**config.mk**
```make
export PLATFORM = sky130hd
export DESIGN_NAME = widthadapt_x_to_1_pkt
export DESIGN_NICKNAME = d
export VERILOG_FILES = /design/src/rtl/widthadapt_pkg.sv /design/src/rtl/widthadapt_x_to_1_pkt.sv
export SDC_FILE = /design/constraint.sdc
export NUM_CORES = 1
export LEC_CHECK = 0
export CAP_MARGIN = 10
export CORE_MARGIN = 2
export CORE_UTILIZATION = 51
export CTS_BUF_LIST = sky130_fd_sc_hd__clkbuf_8
export CTS_CLUSTER_SIZE = 40
export DETAILED_ROUTE_END_ITERATION = 10
export GPL_ROUTABILITY_DRIVEN = 0
export PLACE_DENSITY = 0.85
export SYNTH_ARGS = -nofsm -noshare
export SYNTH_HDL_FRONTEND = slang
export SYNTH_SLANG_ARGS = --single-unit
```
**constraint.sdc**
```tcl
create_clock -name i_clk -period 6.4 [get_ports i_clk]
set_clock_uncertainty 0.15 [all_clocks]
set_input_delay 1.28 -clock i_clk [delete_from_list [all_inputs] [get_ports i_clk]]
set_output_delay 1.28 -clock i_clk [all_outputs]
set_load 0.005 [all_outputs]
```
**src/rtl/widthadapt_pkg.sv**
```systemverilog
// rtl/widthadapt_pkg.sv - shared types and helpers for the width adapter family
package widthadapt_pkg;

  // Sub-word emission order within one wide beat.
  typedef enum logic {MSB_FIRST, LSB_FIRST} order_e;

  // Width of a sub-word count / index field for a given ratio; never narrower than one bit.
  function automatic int count_width(input int x);
    return (x > 1) ? $clog2(x) : 1;
  endfunction

endpackage

```
**src/rtl/widthadapt_x_to_1_pkt.sv**
```systemverilog
// rtl/widthadapt_x_to_1_pkt.sv - wide-to-narrow stream splitter with partial beats and packet framing
module widthadapt_x_to_1_pkt
  import widthadapt_pkg::*;
#(
  parameter int  p_iwidth    = 32,
  parameter int  p_x         = 4,
  parameter bit  p_msb_first = 1'b1,
  localparam int p_owidth    = p_iwidth / p_x,
  localparam int p_cw        = count_width(p_x)
) (
  input  logic                i_clk,
  input  logic                i_rst,
  input  logic                i_valid,
  input  logic [p_iwidth-1:0] i_data,
  input  logic [p_cw-1:0]     i_count,
  input  logic                i_last,
  output logic                o_ready,
  output logic                o_valid,
  output logic [p_owidth-1:0] o_data,
  output logic                o_first,
  output logic                o_last,
  input  logic                i_ready
);

  // Remaining counter must hold 0..p_x inclusive.
  localparam int              p_rw        = $clog2(p_x + 1);
  localparam order_e          c_order     = p_msb_first ? MSB_FIRST : LSB_FIRST;
  localparam logic [p_cw-1:0] c_cnt_max   = p_cw'(p_x - 1);
  localparam logic [p_cw-1:0] c_ptr_start = (c_order == MSB_FIRST) ? c_cnt_max : '0;

  logic [p_iwidth-1:0] buf_q;
  logic [p_rw-1:0]     rem_q, rem_d;
  logic [p_cw-1:0]     ptr_q, ptr_d;
  logic                last_q, last_d;
  logic                first_q, first_d;
  logic [p_cw-1:0]     cnt_clamped;
  logic                accept;
  logic                xfer;

  // Counts beyond the ratio (only reachable for non-power-of-two p_x) saturate.
  assign cnt_clamped = (i_count > c_cnt_max) ? c_cnt_max : i_count;

  assign o_valid = (rem_q != '0);
  // Ready while empty, or while the final sub-word leaves this cycle, so beats chain without a bubble.
  assign o_ready = (rem_q == '0) || ((rem_q == p_rw'(1)) && i_ready);
  assign accept  = i_valid && o_ready;
  assign xfer    = o_valid && i_ready;

  assign o_data  = buf_q[int'(ptr_q) * p_owidth +: p_owidth];
  assign o_first = first_q && o_valid;
  assign o_last  = last_q && (rem_q == p_rw'(1));

  // Next-state: a new beat reloads everything, otherwise a transfer steps to the next sub-word.
  always_comb begin
    rem_d   = rem_q;
    ptr_d   = ptr_q;
    last_d  = last_q;
    first_d = first_q;
    if (accept) begin
      rem_d   = p_rw'(cnt_clamped) + p_rw'(1);
      ptr_d   = c_ptr_start;
      last_d  = i_last;
      first_d = 1'b1;
    end else if (xfer) begin
      rem_d   = rem_q - p_rw'(1);
      first_d = 1'b0;
      // Pointer only advances while sub-words remain, keeping it inside the buffer.
      if (rem_q != p_rw'(1)) begin
        ptr_d = (c_order == MSB_FIRST) ? ptr_q - p_cw'(1) : ptr_q + p_cw'(1);
      end
    end
  end

  // Data buffer captures each accepted beat; its contents are meaningless while empty, so no reset.
  always_ff @(posedge i_clk) begin
    if (accept) begin
      buf_q <= i_data;
    end
  end

  // Control state; reset discards any sub-words still pending.
  always_ff @(posedge i_clk) begin
    if (i_rst) begin
      rem_q   <= '0;
      ptr_q   <= '0;
      last_q  <= 1'b0;
      first_q <= 1'b0;
    end else begin
      rem_q   <= rem_d;
      ptr_q   <= ptr_d;
      last_q  <= last_d;
      first_q <= first_d;
    end
  end

  // An out-of-range sub-word count is a producer bug even though the hardware clamps it.
  a_count_in_range: assert property (@(posedge i_clk) disable iff (i_rst)
    (accept && (p_x > 1)) |-> (int'(i_count) <= p_x - 1));

endmodule

```
==> run metrics <==
status=finished, final reports clean; io pins=51; Total Routing Usage GR=17.49%; Num CTS Buffers=5; Synth Cell Area=1649 um^2; Routed Antenna Nets=0; EDFF count, synth=32; average vias per placed instance=5.278; Root Buffer Master=clkbuf_8; DR WL/cell=15.02 um; FF-to-FF Start=rem_q[0]$_SDFFE_PP0P_; Max Fclk=241.3 MHz; Util after Layout=74.30%; latest clock arrival within the worst-skew pair=0.28 ns; synth-to-layout area growth=37.56%; Resized Gates After CTS=0; Final Routed Wirelength=2.974 mm; Synth cell types=34; normalized max-slew margin=49.24%; post-CTS setup buffers=0; Starting Density=54.02%; syn_area_per_cell=16.49 um^2; drc violations=0; PD cells=408.4 nW/um^2; Die Span Y=60.87 um; worst vdd ir=228.0 uV; DIE WIDTH=60.87 um; CP Class=in2out; Nets=196; # rows=20; layout cell share with drive strength beyond 1=11.69%; DRT iter0 DRCs=37; Setup TNS=0 ns; Syn. warnings=0; IO Port Bufs=50; Final Max Tran Viols=0; max cap viols=0; vias in the first global route=1025; Yosys reg bits=39; Final period util=64.76%; grt ovf=0; worst-path fanout max=10; Crit. Startpoint=i_ready; Critical Path RT=4.97 ns; core area=3053 um^2; hold crit path type=reg2reg; unrepaired setup endpoints after global routing=false; critical path launch point type=input port; nature of the critical path endpoint=primary output; detailed placement HPWL=2.159 mm; CTS tree=done; global-route wire length before repair=4.491 mm; Async SR Flop Fraction=0%; die area=3705 um^2; HP Start=first_q$_SDFFE_PP0P_; worst setup margin=2.255 ns; sequential area share after synthesis=66.77%; Worst Tran Pin Value=0.7603 ns; clk sinks=39; top_reg_cell synth=edfxtp_1; DR vias=1045; clock slew at reported path FFs=0.07 ns; Pre-antenna DRT Iters=4; hold buffer count at cts=0; initial antenna violation count=0; Inserted Diodes=0; # H-tree levels=2; worst slack at placement=2.287 ns; Max Root-Sink Buffers=2; largest net degree at the start of global routing=41; syn_nets=143; Final min period=4.145 ns; arrival time at the worst endpoint=2.71 ns; Final Hold Fails=0; Mapped Cells=100; Final Setup Violations=0; Leak=0.0008046 uW
## Yosys cell counts, types with 2 or more instances
master,number,area [um^2]
o21ai_0,3,15.01
mux4_2,8,180.2
ha_1,4,50.05
nand2_1,3,11.26
dfxtp_1,7,140.1
nor2_1,5,18.77
mux2i_1,3,30.03
buf_2,2,10.01
inv_1,7,26.28
nand2b_1,2,12.51
edfxtp_1,32,960.9
a31oi_1,2,12.51
## state kept, by name, indices dropped and copies added, names as in the netlist
name	cells
buf_q	32
last_q	1
rem_q	3
first_q	1
ptr_q	2
## critical path, cell delays in order
cell	delay [ns]
clkdlybuf4s50_1	0.67
a21oi_2	0.13
nor2_1	0.12
clkdlybuf4s50_1	0.51
## cell usage in the layout (no fill, tap or decap), drive strengths merged
cell / n
nand2b: 2
dfxtp: 7
a2111oi: 1
a21boi: 1
mux4: 8
mux2i: 3
a21o: 1
a221oi: 1
nor2b: 2
o211a: 1
or3: 1
edfxtp: 32
nand2: 3
a32oi: 1
o31ai: 1
a21oi: 2
and2: 1
xnor2: 1
clkbuf: 5
o21ai: 3
o32a: 1
ha: 4
clkinv: 2
clkdlybuf4s50: 50
nand3b: 1
a211oi: 1
buf: 1
nor3b: 1
nor2: 5
inv: 8
a31oi: 2
and3b: 1
## kinds of logic after synthesis
family | count (synthesis) | synth area share, %
flip-flops | 39 | 66.77
AND/OR/NAND/NOR | 17 | 6.678
AO/OA/AOI/OAI | 16 | 7.132
buffers and inverters | 12 | 3.111
multiplexers | 11 | 12.75
adder cells (fa/ha/maj) | 4 | 3.035
XOR/XNOR | 1 | 0.5312
## area by class of cell
type | instances | area, um^2
Clock buffer | 5 | 68.82
Clock inverter | 3 | 12.51
Timing Repair Buffer | 51 | 508.0
Sequential cell | 39 | 1101
Multi-Input combinational cell | 49 | 496.7
Tap cell | 44 | 55.05
Inverter | 7 | 26.28
Fill cell | 210 | 784.5
## routing by layer
layer	track usage, %	vias up	routed length, um
met5	0	-	0
met4	9.627	0	82
met3	5.544	8	180
met2	31.03	42	1542
met1	18.27	502	1168
li1	-	493	-
## worst paths after layout
| path | to | slack (ns) | cells past startpoint |
|---|---|---|---|
| worst max register to register | rem_q[0]$_SDFFE_PP0P_ | 4.30 | 7 |
| worst min register to register | first_q$_SDFFE_PP0P_ | 0.34 | 2 |
| worst max-delay path | o_ready | 2.26 | 4 |
| worst min-delay path | first_q$_SDFFE_PP0P_ | 0.34 | 2 |
## power breakdown
part           switching, uW  internal [uW]
logic                    138            216
registers               57.4            366
clock network           76.2           73.2
total                    271            655
## stage by stage
step | hold WS (ns) | cells | total power [uW] | cell area (um^2)
2_1_floorplan | 0.2982 | 100 | 621.6 | 1649
3_3_place_gp | 0.3186 | 190 | 767.8 | 2187
3_5_place_dp | 0.3239 | 190 | 786.8 | 2187
4_1_cts | 0.3431 | 198 | 939.0 | 2268
5_1_grt | 0.3796 | 198 | 985.7 | 2268
6_report | 0.3384 | 198 | 926.5 | 2268
Note: power is estimated with default switching activity, not from simulation.
